### config.mk
export PLATFORM = sky130hd
export DESIGN_NAME = eth_tx_framer
export DESIGN_NICKNAME = d
export VERILOG_FILES = /design/src/rtl/eth_tx_framer.sv
export SDC_FILE = /design/constraint.sdc
export NUM_CORES = 1
export LEC_CHECK = 0
export ABC_AREA = 1
export CAP_MARGIN = 20
export CELL_PAD_IN_SITES_DETAIL_PLACEMENT = 2
export CELL_PAD_IN_SITES_GLOBAL_PLACEMENT = 2
export CORE_MARGIN = 2
export CORE_UTILIZATION = 32
export CTS_CLUSTER_DIAMETER = 200
export DETAILED_ROUTE_END_ITERATION = 7
export DONT_BUFFER_PORTS = 1
export PLACE_DENSITY = 0.8
export SLEW_MARGIN = 20
export SYNTH_ARGS = -nofsm -noshare
export SYNTH_HDL_FRONTEND = slang
export SYNTH_SLANG_ARGS = --single-unit
export TNS_END_PERCENT = 20
### constraint.sdc
create_clock -name clk -period 1.52 [get_ports clk]
set_clock_uncertainty 0.15 [all_clocks]
set_input_delay 0.456 -clock clk [delete_from_list [all_inputs] [get_ports clk]]
set_output_delay 0.456 -clock clk [all_outputs]
set_load 0.01 [all_outputs]
### src/rtl/eth_tx_framer.sv
`timescale 1ns/1ps
// -----------------------------------------------------------------------------
// eth_tx_framer
//
// Purpose:
//   Takes a byte-wide AXI-stream Ethernet frame (dst MAC .. FCS, FCS already
//   appended) and turns it into a wire-ready byte stream: PREAMBLE_BYTES x 0x55,
//   one 0xD5 SFD, the frame bytes passed straight through with backpressure,
//   then an inter-frame gap before the next frame is accepted. Frames shorter
//   than MIN_FRAME_BYTES raise a one-cycle runt pulse.
//
// Parameters:
//   DATA_WIDTH      stream byte width (only 8 is supported)
//   PREAMBLE_BYTES  number of 0x55 bytes ahead of the SFD (1..15)
//   IFG_CYCLES      idle wire cycles after the last frame byte (1..255)
//   MIN_FRAME_BYTES minimum frame length incl. FCS used for runt detection
//
// Ports:
//   clk, rst_n            clock, asynchronous active-low reset
//   s_tdata/s_tvalid/s_tlast/s_tready   upstream frame stream (sink side)
//   m_tdata/m_tvalid/m_tlast/m_tready   wire byte stream (source side)
//   m_tuser               high on the first preamble byte
//   busy                  block is not idle
//   runt                  one-cycle pulse: completed frame was too short
//
// Optional build macro ETH_TX_FRAMER_STATS_EN adds free-running counters:
//   stat_frames (32b) completed frames, stat_bytes (32b) frame bytes passed,
//   stat_runts (16b) runt frames. All wrap, reset only by rst_n.
// -----------------------------------------------------------------------------
module eth_tx_framer #(
    parameter int unsigned DATA_WIDTH      = 8,
    parameter int unsigned PREAMBLE_BYTES  = 7,
    parameter int unsigned IFG_CYCLES      = 12,
    parameter int unsigned MIN_FRAME_BYTES = 64
) (
    input  logic                  clk,
    input  logic                  rst_n,
    input  logic [DATA_WIDTH-1:0] s_tdata,
    input  logic                  s_tvalid,
    input  logic                  s_tlast,
    output logic                  s_tready,
    output logic [DATA_WIDTH-1:0] m_tdata,
    output logic                  m_tvalid,
    output logic                  m_tlast,
    output logic                  m_tuser,
    input  logic                  m_tready,
    output logic                  busy,
    output logic                  runt
`ifdef ETH_TX_FRAMER_STATS_EN
    ,
    output logic [31:0]           stat_frames,
    output logic [31:0]           stat_bytes,
    output logic [15:0]           stat_runts
`endif
);

    typedef enum logic [2:0] {
        ST_IDLE     = 3'd0,
        ST_PREAMBLE = 3'd1,
        ST_SFD      = 3'd2,
        ST_DATA     = 3'd3,
        ST_IFG      = 3'd4
    } state_t;

    localparam logic [DATA_WIDTH-1:0] PRE_BYTE = DATA_WIDTH'(8'h55);
    localparam logic [DATA_WIDTH-1:0] SFD_BYTE = DATA_WIDTH'(8'hD5);
    localparam logic [3:0]            PRE_LAST = 4'(PREAMBLE_BYTES - 1);
    localparam logic [16:0]           MIN_LEN  = 17'(MIN_FRAME_BYTES);

    // The IDLE cycle that follows the gap is itself an idle wire cycle, so the
    // IFG state only covers IFG_CYCLES-1 clocks. This keeps exactly IFG_CYCLES
    // idle cycles on the wire and puts the next m_tuser IFG_CYCLES+1 cycles
    // after tlast. With IFG_CYCLES==1 the IFG state is skipped altogether.
    localparam bit                    SKIP_IFG = (IFG_CYCLES == 1);
    localparam logic [7:0]            GAP_LAST = 8'(IFG_CYCLES - 2);

    state_t        r_state;
    state_t        w_state_nxt;
    logic [3:0]    r_pre_cnt;
    logic [15:0]   r_frame_cnt;
    logic [7:0]    r_gap_cnt;
    logic          r_runt;

    logic          w_xfer;
    logic          w_last_xfer;
    logic [16:0]   w_frame_len;
    logic          w_is_runt;

    // Frame byte handshake, only meaningful while passing data through
    assign w_xfer      = (r_state == ST_DATA) && s_tvalid && m_tready;
    assign w_last_xfer = w_xfer && s_tlast;

    // Length the frame will have once the current byte is counted
    assign w_frame_len = {1'b0, r_frame_cnt} + 17'd1;
    assign w_is_runt   = (w_frame_len < MIN_LEN);

    assign busy = (r_state != ST_IDLE);
    assign runt = r_runt;

    // -------------------------------------------------------------------------
    // State register
    // -------------------------------------------------------------------------
    always_ff @(posedge clk or negedge rst_n) begin
        if (!rst_n) begin
            r_state <= ST_IDLE;
        end else begin
            r_state <= w_state_nxt;
        end
    end

    // -------------------------------------------------------------------------
    // Next state and outputs. s_tready depends only on state and m_tready so
    // that the upstream's tvalid (which may depend on tready) cannot loop.
    // -------------------------------------------------------------------------
    always_comb begin
        w_state_nxt = r_state;
        s_tready    = 1'b0;
        m_tdata     = '0;
        m_tvalid    = 1'b0;
        m_tlast     = 1'b0;
        m_tuser     = 1'b0;

        case (r_state)
            ST_IDLE: begin
                if (s_tvalid) begin
                    w_state_nxt = ST_PREAMBLE;
                end
            end

            ST_PREAMBLE: begin
                m_tvalid = 1'b1;
                m_tdata  = PRE_BYTE;
                m_tuser  = (r_pre_cnt == 4'd0);
                if (m_tready && (r_pre_cnt == PRE_LAST)) begin
                    w_state_nxt = ST_SFD;
                end
            end

            ST_SFD: begin
                m_tvalid = 1'b1;
                m_tdata  = SFD_BYTE;
                if (m_tready) begin
                    w_state_nxt = ST_DATA;
                end
            end

            ST_DATA: begin
                m_tdata  = s_tdata;
                m_tvalid = s_tvalid;
                m_tlast  = s_tlast;
                s_tready = m_tready;
                if (w_last_xfer) begin
                    w_state_nxt = SKIP_IFG ? ST_IDLE : ST_IFG;
                end
            end

            ST_IFG: begin
                if (r_gap_cnt == GAP_LAST) begin
                    w_state_nxt = ST_IDLE;
                end
            end

            default: begin
                w_state_nxt = ST_IDLE;
            end
        endcase
    end

    // -------------------------------------------------------------------------
    // Preamble byte counter: advances per accepted preamble byte, frozen while
    // m_tready is low, cleared outside the preamble.
    // -------------------------------------------------------------------------
    always_ff @(posedge clk or negedge rst_n) begin
        if (!rst_n) begin
            r_pre_cnt <= '0;
        end else if (r_state == ST_PREAMBLE) begin
            if (m_tready) begin
                r_pre_cnt <= (r_pre_cnt == PRE_LAST) ? 4'd0 : r_pre_cnt + 4'd1;
            end
        end else begin
            r_pre_cnt <= '0;
        end
    end

    // -------------------------------------------------------------------------
    // Frame byte counter: cleared as the SFD leaves, saturating at 0xFFFF so a
    // jumbo frame can never wrap back into the runt range.
    // -------------------------------------------------------------------------
    always_ff @(posedge clk or negedge rst_n) begin
        if (!rst_n) begin
            r_frame_cnt <= '0;
        end else if ((r_state == ST_SFD) && m_tready) begin
            r_frame_cnt <= '0;
        end else if (w_xfer && (r_frame_cnt != 16'hFFFF)) begin
            r_frame_cnt <= r_frame_cnt + 16'd1;
        end
    end

    // -------------------------------------------------------------------------
    // Gap counter: counts every clock in the gap regardless of m_tready
    // -------------------------------------------------------------------------
    always_ff @(posedge clk or negedge rst_n) begin
        if (!rst_n) begin
            r_gap_cnt <= '0;
        end else if (r_state == ST_IFG) begin
            r_gap_cnt <= r_gap_cnt + 8'd1;
        end else begin
            r_gap_cnt <= '0;
        end
    end

    // -------------------------------------------------------------------------
    // Runt pulse, one cycle after the tlast transfer
    // -------------------------------------------------------------------------
    always_ff @(posedge clk or negedge rst_n) begin
        if (!rst_n) begin
            r_runt <= 1'b0;
        end else begin
            r_runt <= w_last_xfer && w_is_runt;
        end
    end

`ifdef ETH_TX_FRAMER_STATS_EN
    // -------------------------------------------------------------------------
    // Statistics counters (wrap modulo their width)
    // -------------------------------------------------------------------------
    logic [31:0] r_stat_frames;
    logic [31:0] r_stat_bytes;
    logic [15:0] r_stat_runts;

    always_ff @(posedge clk or negedge rst_n) begin
        if (!rst_n) begin
            r_stat_frames <= '0;
            r_stat_bytes  <= '0;
            r_stat_runts  <= '0;
        end else begin
            if (w_xfer) begin
                r_stat_bytes <= r_stat_bytes + 32'd1;
            end
            if (w_last_xfer) begin
                r_stat_frames <= r_stat_frames + 32'd1;
            end
            if (w_last_xfer && w_is_runt) begin
                r_stat_runts <= r_stat_runts + 16'd1;
            end
        end
    end

    assign stat_frames = r_stat_frames;
    assign stat_bytes  = r_stat_bytes;
    assign stat_runts  = r_stat_runts;
`endif

endmodule

# After elaboration in Yosys (flattened, before gate mapping)
# Index checks and enable logic that the tools add are counted.
[classes]
mux = 17
add_sub_neg = 4
n_eq_ne = 13
n_lt_le_gt_ge = 1
reduce_logical = 13
[op_table]
columns = ["op", "n"]
rows = [
  ["two-way mux 16 bit", 2],
  ["one-hot mux 8 bit (3 select lines)", 1],
  ["adder 16 x 1 -> 17 bit (second input constant)", 1],
  ["< comparator 17 x 7 -> 1 bit (second input constant)", 1],
  ["adder 16 x 1 -> 16 bit (second input constant)", 1],
  ["!= test 16 bit (second input constant)", 1],
  ["two-way mux 3 bit", 5],
  ["one-hot mux 3 bit (5 select lines)", 1],
  ["two-way mux 4 bit", 3],
  ["!= test 2 bit (second input constant)", 6],
  ["adder 8 x 1 -> 8 bit (second input constant)", 1],
  ["equality test 8 x 4 -> 1 bit (second input constant)", 1],
  ["two-way mux 8 bit", 1],
  ["logical AND 1 bit", 7],
  ["equality test 3 x 2 -> 1 bit (second input constant)", 2],
  ["AND reduction 5 bit", 1],
  ["adder 4 x 1 -> 4 bit (second input constant)", 1],
  ["equality test 4 x 3 -> 1 bit (second input constant)", 1],
  ["logical NOT 4 bit", 1],
  ["equality test 3 x 1 -> 1 bit (second input constant)", 1],
  ["equality test 3 bit (second input constant)", 1],
  ["logical NOT 3 bit", 1],
  ["two-way mux 1 bit", 3],
  ["nonzero test 3 bit", 1],
  ["3 further kinds", 3],
]
[totals]
ff_bits = 32
in_bits = 13

# Longest topological paths before layout
[depth]
word_depth = 6
ltp_mapped = 11
ltp_nobuf = 11

# Worst setup path after synthesis
# No wires, ideal clock.
[synth_timing]
kind = "register -> register"
start = "register r_frame_cnt[0]"
end = "register r_frame_cnt[4]"
path_slack_ns = -0.119
required_time_ns = 1.250
path_stages_with_launch = 12
arrival_time_ns = 1.370
setup_time_ns = 0.120
path_cell_list = "dfrtp_1 ha_1 nand2_1 nor2_4 nand2_2 nor2_4 nand2_2 nand2_4 buf_6 o21bai_2 nand2_1 nor2_1"
[synth_between]
elab_chain_cells = 3
elab_cells_between_ends = 6
classes_between = "add/sub (1); eq/ne (1); mux (2); reduce/logical (2)"
[synth_lines]
columns = ["item", "line_no", "rtl"]
rows = [
  ["from (decl)", "80", "logic [15:0] r_frame_cnt;"],
  ["from (signal assigned)", "195", "r_frame_cnt <= r_frame_cnt + 16'd1;"],
  ["adder 16 x 1 -> 16 bit / != test 16 bit (equally long branches)", "195, 194", ""],
  ["two-way mux 16 bit / logical AND 1 bit (equally long branches)", "194", "end else if (w_xfer && (r_frame_cnt != 16'hFFFF)) begin"],
  ["two-way mux 16 bit / nonzero test 2 bit (equally long branches)", "n/a", ""],
]
# Several ways; a longest one is shown, not always the timed one. The select of a mux whose other input is x is not followed.
# A chain may end at the register's enable or synchronous reset.

# Final worst setup path
[layout_timing]
start = "register r_frame_cnt[1]"
end = "register r_runt, in the netlist runt"
[layout_between]
elab_chain_cells = 3
[layout_lines]
columns = ["item", "line_no", "rtl"]
rows = [
  ["adder 16 x 1 -> 17 bit", "94", "assign w_frame_len = {1'b0, r_frame_cnt} + 17'd1;"],
  ["< comparator 17 x 7 -> 1 bit", "95", "assign w_is_runt = (w_frame_len < MIN_LEN);"],
  ["logical AND 1 bit", "219", "r_runt <= w_last_xfer && w_is_runt;"],
  ["to (signal assigned)", "219", ""],
  ["to (decl)", "82", "logic r_runt;"],
]
# Every way passes these cells.

==> impl_metrics.ini <==
[logic_synthesis]
synth_top_family_by_area = simple AND/OR/NAND/NOR gates
netlist_instances = 276
synth.mux.area_fraction = 0
synth-compound-area-share = 0.09461
synthFlopType = dfrtp_1
ys_ff_latch = 32
synth-warning-count = 0
async_flop_share = 1.000
synth-edff-count = 0
ys_seq_area_frac = 0.4010
netlist_area_um2 = 1997
synthAdderAreaFrac = 0.03759
ys_types = 28
yosys.area_share.xor_xnor = 0.02632
syn_nets = 295
syn_avg_cell_area_um2 = 7.235
yosys.area_share.simple = 0.3484

[detailed_routing]
dr_wl_met2_mm = 5.479
drtIter0Drc = 82
wirelength_mm = 9.689
top_layer = met4
met1_length_mm = 3.631
ant_nets = 0
wl_per_cell_um = 23.18
dr.pass1.iters = 4
vias_per_cell = 5.392
drc = 0
wl_met3_um = 210
num_vias = 2254

[finish]
multi_input_area_um2 = 1286
final_cell_mix = 55 x buf_4, 42 x inv_1, 42 x nand2_1
syn_to_final_growth_pct = 47.68
seq_area_um2 = 803.3
nNetsFinal = 361
fillCellCount = 687
final_common_cell = buf_4
drive_above_1_share = 0.3848
diodes = 0

[timing]
hold_viol_final = 0
fmax_ghz = 0.4873
worst_pin_slew_ns = 0.4507
relSlewSlack = 0.6964
setup_viol = 33
fin_hold_ws_ns = 0.1852
finalMaxSlewViolations = 0
fin_crit_sh = 1.350
worst_slack_ns = -0.5321
rsz0062_at_grt = yes
post-route-min-period_ns = 2.052

[power_and_ir_drop]
power_mw = 4.351
p_per_area_nw_per_um2 = 1475
peakVddDrop_uv = 732.1
p_leak_nw = 1.363

[clock_tree]
numCtsBuffers = 5
htreeDepth = 2
clkLatencyLatePin_ns = 0.29
clockBufferDepth = 2
clkTransAtPathRegs_ns = 0.08
cts_root_buffer = clkbuf_8
cts.sinks = 32
cts_tree = done

[setup_path]
cp_data_required_time_ns = 1.59
cpPeakStageDelay_ns = 0.40
crit_path_start_kind = register
path_common_cell = nand3_1
crit_arrival_ns = 2.12
end_kind = register
cpMaxStageDelayCell = dfrtp_1
critical_path_class = register to register
worstPathCellList = ha_4, nand3_1, nor2_2, nand2_1, nand2_1, nand3_1, nor2_1, nand3_1, nor2_1
worstPathMaxFanout = 3

[outcome]
status = finished with violations
violations = setup timing

[place]
gp_congestion = 0.7917
io_buffers = 0
dp_hpwl_mm = 5.801
pre_cts_ws_ns = -0.3768

[die]
dieArea_um2 = 6888
initial_core_util = 0.3333
die_x_um = 83.00
top_level_ports = 27
coreArea_um2 = 5991
die_height_um = 83.00
rows = 28

[global_routing]
grt_pass1_vias = 2560
gr-total-overflow = 0
antenna_found_initial = 0
grt_max_degree = 33
grt_pass1_wl_mm = 13.31
grt.total_usage = 0.2467

[flow_run]
drv_cap = 0

[hold_path]
hold_path_class = primary input to register
==> through the flow <==
stage                     std cells  instance area, um^2    util  TNS [ns]
after floorplan                 276                 2004       -   -0.7011
after global placement          402                 2477  0.4135    -3.616
after detailed placement        402                 2477  0.4135    -6.251
after CTS                       413                 2725  0.4549    -9.249
after global routing            418                 2949  0.4923    -12.04
final                           418                 2949  0.4923    -9.305
==> path summary, 6_finish.rpt <==
path | start | endpoint | slack [ns] | depth (start not counted)
setup / recovery | r_frame_cnt[1] | runt | -0.53 | 9
min in group asynchronous | rst_n | r_frame_cnt[5] | 0.51 | 2
max in group asynchronous | rst_n | r_state[2] | 0.50 | 2
setup reg to reg | r_frame_cnt[1] | runt | -0.53 | 9
hold / removal | m_tready | r_pre_cnt[0] | 0.19 | 2
hold reg to reg | r_gap_cnt[7] | r_gap_cnt[7] | 0.40 | 2
==> power by group <==
group          internal, mW  switching [mW]  leakage, nW
Combinational         0.874            1.41        0.877
Sequential             1.01           0.189        0.433
Clock                 0.486           0.377       0.0541
Total                  2.37            1.98         1.36
==> repair_timing <==
item | 4_1_cts | 5_1_grt
endpoints found under the setup margin | 34 | 41
cloned | 0 | 1
gates resized for setup | 29 | 43
hold buffers | 2 | 0
buffers inserted | 1 | 4
pin swaps | 0 | 6
hold endpoints to repair | 32 | 0
==> layer usage <==
metal / up-vias / global-route usage
li1: 1012 / -
met1: 1148 / 0.2565
met2: 65 / 0.4941
met3: 29 / 0.03082
met4: 0 / 0.09240
met5: - / 0
==> final cells by class <==
type	count	area share
Tap cell	75	0.03182
Sequential cell	32	0.2724
Clock inverter	3	0.01443
Inverter	46	0.06406
Multi-Input combinational cell	198	0.4361
Clock buffer	5	0.02333
Timing Repair Buffer	59	0.1578
==> critical path, delay by kind of cell, from the launching register on <==
kind,cells,cell delay (ns)
adders and majority gates,1,0.17
and+or+nand+nor,8,1.26
DFF,1,0.40
==> synth_stat cells (2+ instances only) <==
library cell / n / area, um^2
inv_2: 2 / 7.510
nor2_1: 49 / 183.9
o21ai_0: 8 / 40.04
nand2_4: 2 / 22.52
nor3_1: 5 / 25.02
nand4_1: 4 / 25.02
nand3_1: 27 / 135.1
nand2_1: 53 / 198.9
nand2_2: 3 / 18.77
o22ai_1: 8 / 50.05
xor2_1: 5 / 43.79
nor2_4: 5 / 56.30
dfrtp_1: 32 / 800.8
a21oi_1: 7 / 35.03
o21ai_1: 6 / 30.03
inv_1: 43 / 161.4
ha_1: 6 / 75.07
==> sequential cells by signal, summed over array words and instances, names as in the netlist <==
name / flops
r_gap_cnt: 8
r_state: 3
r_frame_cnt: 16
r_pre_cnt: 4
runt: 1
==> kinds of logic (layout without fill, tap and decap cells) <==
family	after synthesis	count (layout)
buffers and inverters	47	113
adders and majority gates	6	6
and+or+nand+nor	152	153
AOI/OAI and AO/OA	33	33
xor gates and xnor gates	6	6
DFF	32	32
Power figures use the tool's default switching activity.
